<file path="config.mk">
export PLATFORM = sky130hd
export DESIGN_NAME = nes_mem_arbiter
export DESIGN_NICKNAME = d
export VERILOG_FILES = /design/src/rtl/nes_mem_arbiter.sv
export SDC_FILE = /design/constraint.sdc
export NUM_CORES = 1
export LEC_CHECK = 0
export BUFFER_PORTS_ARGS = -buffer_cell sky130_fd_sc_hd__buf_2
export CORE_UTILIZATION = 50
export CTS_BUF_LIST = sky130_fd_sc_hd__clkbuf_16
export DETAILED_ROUTE_END_ITERATION = 12
export GPL_TIMING_DRIVEN = 0
export PLACE_DENSITY_LB_ADDON = 0.3
export SYNTH_ARGS = -nofsm -noshare
export SYNTH_HDL_FRONTEND = slang
export SYNTH_SLANG_ARGS = --single-unit
</file>
<file path="constraint.sdc">
create_clock -name clock -period 3.93 [get_ports clock]
set_input_delay 0 -clock clock [delete_from_list [all_inputs] [get_ports clock]]
set_output_delay 0 -clock clock [all_outputs]
set_load 0.01 [all_outputs]
</file>
<file path="src/rtl/nes_mem_arbiter.sv">
// nes_mem_arbiter: shares one single-port memory between PPU reads, CPU reads/writes and the
// flash loader's write stream. Fixed priority PPU > CPU > loader, one command per clock.
// Reads carry a {valid, is_ppu} tag down a RD_LATENCY-deep pipe so each return lands in
// the right q register.
//
// Ports:
//   clock, reset                 system clock, asynchronous active-high reset
//   ppu_rd, ppu_addr, ppu_q      PPU read strobe/address, held read data
//   cpu_rd, cpu_wr, cpu_addr,
//   cpu_wdata, cpu_q             CPU read/write strobes, address, write data, held read data
//   ld_valid, ld_ready,
//   ld_addr, ld_data             loader write handshake
//   mem_addr, mem_wdata,
//   mem_we, mem_re, mem_rdata    registered memory command, read data return
//   overrun                      sticky flag: a request was overwritten or dropped

module nes_mem_arbiter #(
   parameter int ADDR_W     = 22,
   parameter int RD_LATENCY = 1
) (
   input  logic              clock,
   input  logic              reset,
   input  logic              ppu_rd,
   input  logic [ADDR_W-1:0] ppu_addr,
   output logic [7:0]        ppu_q,
   input  logic              cpu_rd,
   input  logic              cpu_wr,
   input  logic [ADDR_W-1:0] cpu_addr,
   input  logic [7:0]        cpu_wdata,
   output logic [7:0]        cpu_q,
   input  logic              ld_valid,
   output logic              ld_ready,
   input  logic [ADDR_W-1:0] ld_addr,
   input  logic [7:0]        ld_data,
   output logic [ADDR_W-1:0] mem_addr,
   output logic [7:0]        mem_wdata,
   output logic              mem_we,
   output logic              mem_re,
   input  logic [7:0]        mem_rdata,
   output logic              overrun
);

   logic              ppu_pend;
   logic [ADDR_W-1:0] ppu_pend_addr;
   logic              cpu_pend;
   logic              cpu_pend_we;
   logic [ADDR_W-1:0] cpu_pend_addr;
   logic [7:0]        cpu_pend_data;

   logic [RD_LATENCY-1:0] tag_valid;
   logic [RD_LATENCY-1:0] tag_ppu;

   logic cpu_strobe;
   logic grant_ppu;
   logic grant_cpu;
   logic grant_ld;
   logic issue_rd;

   assign cpu_strobe = cpu_rd | cpu_wr;
   assign grant_ppu  = ppu_pend;
   assign grant_cpu  = ~ppu_pend & cpu_pend;
   // Loader only moves when the NES side is idle and nothing is arriving this cycle.
   assign ld_ready   = ~ppu_pend & ~cpu_pend & ~ppu_rd & ~cpu_strobe;
   assign grant_ld   = ld_valid & ld_ready;
   assign issue_rd   = grant_ppu | (grant_cpu & ~cpu_pend_we);

   // Request capture. A new strobe wins over a clear from a grant on the same edge.
   always_ff @(posedge clock or posedge reset) begin
      if (reset) begin
         ppu_pend      <= 1'b0;
         ppu_pend_addr <= '0;
         cpu_pend      <= 1'b0;
         cpu_pend_we   <= 1'b0;
         cpu_pend_addr <= '0;
         cpu_pend_data <= 8'h00;
         overrun       <= 1'b0;
      end else begin
         if (ppu_rd) begin
            ppu_pend      <= 1'b1;
            ppu_pend_addr <= ppu_addr;
         end else if (grant_ppu) begin
            ppu_pend <= 1'b0;
         end

         if (cpu_strobe) begin
            cpu_pend      <= 1'b1;
            cpu_pend_we   <= cpu_wr;
            cpu_pend_addr <= cpu_addr;
            cpu_pend_data <= cpu_wdata;
         end else if (grant_cpu) begin
            cpu_pend <= 1'b0;
         end

         // A PPU request is always granted the edge after capture, so it is never
         // overwritten while pending. A CPU request can be, while the PPU holds the port.
         if ((cpu_strobe & cpu_pend & ~grant_cpu) | (cpu_rd & cpu_wr)) begin
            overrun <= 1'b1;
         end
      end
   end

   // Command register: loaded from the winner; idle cycles hold address/data.
   always_ff @(posedge clock or posedge reset) begin
      if (reset) begin
         mem_addr  <= '0;
         mem_wdata <= 8'h00;
         mem_we    <= 1'b0;
         mem_re    <= 1'b0;
      end else begin
         mem_re <= issue_rd;
         mem_we <= (grant_cpu & cpu_pend_we) | grant_ld;
         if (grant_ppu) begin
            mem_addr <= ppu_pend_addr;
         end else if (grant_cpu) begin
            mem_addr  <= cpu_pend_addr;
            mem_wdata <= cpu_pend_data;
         end else if (grant_ld) begin
            mem_addr  <= ld_addr;
            mem_wdata <= ld_data;
         end
      end
   end

   // Read return: tag enters with the command, data is captured when it leaves the pipe.
   always_ff @(posedge clock or posedge reset) begin
      if (reset) begin
         tag_valid <= '0;
         tag_ppu   <= '0;
         ppu_q     <= 8'h00;
         cpu_q     <= 8'h00;
      end else begin
         tag_valid[0] <= issue_rd;
         tag_ppu[0]   <= grant_ppu;
         for (int i = 1; i < RD_LATENCY; i++) begin
            tag_valid[i] <= tag_valid[i-1];
            tag_ppu[i]   <= tag_ppu[i-1];
         end
         if (tag_valid[RD_LATENCY-1]) begin
            if (tag_ppu[RD_LATENCY-1]) begin
               ppu_q <= mem_rdata;
            end else begin
               cpu_q <= mem_rdata;
            end
         end
      end
   end

endmodule

</file>
==> impl_metrics.yaml <==
yosys:
  ys.flop_type: "dfrtp_1"
  synthDistinctLibCells: 24
  yosysWarnings: 0
  yosysSeqAreaShare_pct: 60.4
  synth.avg_cell_area_um2: 12.3
  ys_ff_latch: 105
  synth_area_leader_cell: "dfrtp_1"
  synth_area_leaders: "dfrtp_1 (60%), mux2_2 (16%), nand2_1 (6.0%)"
  yosysMostFrequentCell: "dfrtp_1"
  synth_commonest_cells: "dfrtp_1 (105), nand2_1 (70), mux2_2 (61), a221o_1 (22), o21ai_0 (21)"
  async_flop_share_pct: 100
  synth_fp_nets: 451
  synthSimpleGateAreaFrac_pct: 9.75
  synthCells: 355
  synth_compound_area_share_pct: 10.9
  synth_mux_area_share_pct: 16.0
  yosysTopAreaCellShare_pct: 60.4
  netlist_area_mm2: 0.00435
  synth_edf_count: 0
  synth_fa_ha_area_share_pct: 0
  synth_top_family_by_area: "multiplexers"
  synthXorXnorAreaFrac_pct: 0
worst_setup_path:
  cp-start-kind: "input port"
  arrival_ns: 2.21
  r2r_slack_ns: 2.03
  critPathCaptureType: "flop"
  cp.required_ns: 4.15
  critical_path_class: "in2reg"
  path_max_fanout: 10
die:
  core_area_mm2: 0.00830
  rows: 33
  die_width_um: 95.3
  initial_utilization_pct: 52.4
  ios: 146
  die-area_mm2: 0.00908
  dieHeight_um: 95.3
sta:
  fin_setup_tns_ns: 0
  finClkSkew_ns: 0.00720
  rsz0062_at_grt: "false"
  final_hold_viol_count: 0
  timing.final.max_slew_violations: 0
  timing.fmax_mhz: 503
  final.min_clock_period_ns: 1.99
  worstMarginPinSlew_ns: 0.648
  finalCritPeriodShare_pct: 50.6
  setup_viol: 0
  slew_headroom_pct: 56.8
global_route:
  antenna_found_initial: 1
  grt_pass1_vias: 3868
  use_met2_pct: 46.5
  grt_use_total_pct: 26.7
  grt-ovfl-total: 0
  grtUsageMet3_pct: 5.42
  met1_usage_pct: 32.4
  busiest_layer: "met2"
  grt_pass1_wl_um: 18100
  grt_max_degree: 56
power:
  power_density_mw_per_mm2: 407
  ir_worst_vdd_uv: 274
  leakagePower_uw: 0.00305
place:
  port_buffers: 145
  hpwlAfterDp_um: 7280
  gp_congestion: 0.795
clock_network:
  cts.reportedPaths.clkPinSlew_ns: 0.07
  cts_tree: "yes"
  clk-insertion-delay-late_ns: 0.33
  clock_path_buffers: 2
  post_cts_resize_count: 0
  clock_sinks: 105
  root_buffer: "clkbuf_16"
  htree_levels: 3
  numCtsBuffers: 9
finish:
  drive_above_1_share_pct: 39.2
  nets: 693
  synthToLayoutAreaGrowth_pct: 46.7
  diodes: 0
  fillerInstances: 541
  fin_util_pct: 76.9
min_path:
  hp-class: "in2reg"
drt:
  avgViaCountPerCell: 5.21
  via_count: 3687
  firstDrtPassIters: 4
  ant_nets: 0
  drc: 0
  wirelength_um: 11400
  drt_first_iter_violations: 113
  drt-wirelength-per-cell_um: 16.1
status:
  status: "completed"
flow_run:
  cap_violations: 0
[state kept, by name (all words and copies together) (netlist names)]
signal,cells
cpu_pend_we,1
overrun,1
mem_wdata,8
grant_ppu,1
ppu_pend_addr,22
cpu_pend,1
mem_we,1
tag_ppu,1
cpu_pend_addr,22
mem_addr,22
cpu_q,8
ppu_q,8
cpu_pend_data,8
tag_valid,1
[repair_timing]
| item | CTS | global route |
|---|---|---|
| setup endpoints to repair | 0 | 0 |
| hold buffers | 85 | 0 |
| hold endpoints to repair | 141 | 0 |
| buffers inserted | 0 | 0 |
[metrics by stage]
stage	worst slack [ns]	hold WS, ns	instances	area [µm²]	total power [µW]
after global routing	1.86	0.0356	707	6380	2710
after detailed placement	1.99	0.130	606	5240	1660
final	1.94	0.0207	707	6380	2600
after CTS	1.96	0.0170	707	6380	2610
after global placement	0.0620	0.132	605	5210	1640
after floorplan	1.17	0.0314	355	4350	1490
[final cells by class]
type | instances | area [µm²] | area share, %
clock inverters | 7 | 70.1 | 1.10
multi-input cells | 223 | 1600 | 25.0
repair buffers | 231 | 1600 | 25.1
plain buffers | 25 | 119 | 1.86
well taps | 105 | 131 | 2.06
inverters | 2 | 10.0 | 0.157
flip-flops and latches | 105 | 2630 | 41.2
clock buffers | 9 | 225 | 3.53
[critical path: stages]
cell           delay, ns
dlygate4sd3_1       0.54
buf_2               0.13
buf_2               0.18
nor4b_2             0.37
buf_2               0.31
mux2_2              0.36
a221o_1             0.31
[placed cells by master (no fill, tap or decap), types with 2 or more instances in the layout]
| cell type | Yosys | layout |
|---|---|---|
| buf_2 | 8 | 153 |
| dfrtp_1 | 105 | 105 |
| dlygate4sd3_1 | 0 | 85 |
| nand2_1 | 70 | 70 |
| mux2_2 | 61 | 61 |
| a221o_1 | 22 | 22 |
| o21ai_0 | 21 | 21 |
| nor2_1 | 13 | 13 |
| clkbuf_1 | 12 | 12 |
| nor2b_1 | 9 | 9 |
| clkbuf_16 | 0 | 9 |
| a21oi_1 | 8 | 8 |
| o22a_1 | 8 | 8 |
| buf_1 | 3 | 3 |
| buf_6 | 2 | 2 |
| o21bai_1 | 2 | 2 |
| clkinv_1 | 0 | 2 |
| clkinvlp_4 | 0 | 2 |
[cells by family (layout without fill, tap and decap cells)]
kind of cell           count (synthesis)  after routing
AOI/OAI and AO/OA                     64             64
DFF                                  105            105
muxes                                 62             62
buffers and inverters                 27            274
and+or+nand+nor                       97             97
[final timing paths]
| path | from | endpoint | cells after the start |
|---|---|---|---|
| max | ppu_rd | mem_addr[21] | 7 |
| min | ld_addr[21] | mem_addr[21] | 3 |
| min in group asynchronous | reset | mem_addr[1] | 3 |
| max reg2reg | grant_ppu | mem_addr[0] | 4 |
| min reg2reg | cpu_q[7] | cpu_q[7] | 2 |
| max in group asynchronous | reset | cpu_pend_addr[20] | 4 |
[report_power, final]
| group | switching [µW] | internal (µW) | leakage [µW] |
|---|---|---|---|
| Combinational | 206 | 249 | 0.00168 |
| Clock | 391 | 493 | 0.000137 |
| Sequential | 61.9 | 1200 | 0.00123 |
| Total | 659 | 1940 | 0.00305 |
[per-layer routing]
layer	wire length, µm	part of all wire [%]
met1	4680	41
met4	209	1.8
met5	11	0.097
met2	6000	53
met3	457	4.0
Power figures use the tool's default switching activity.
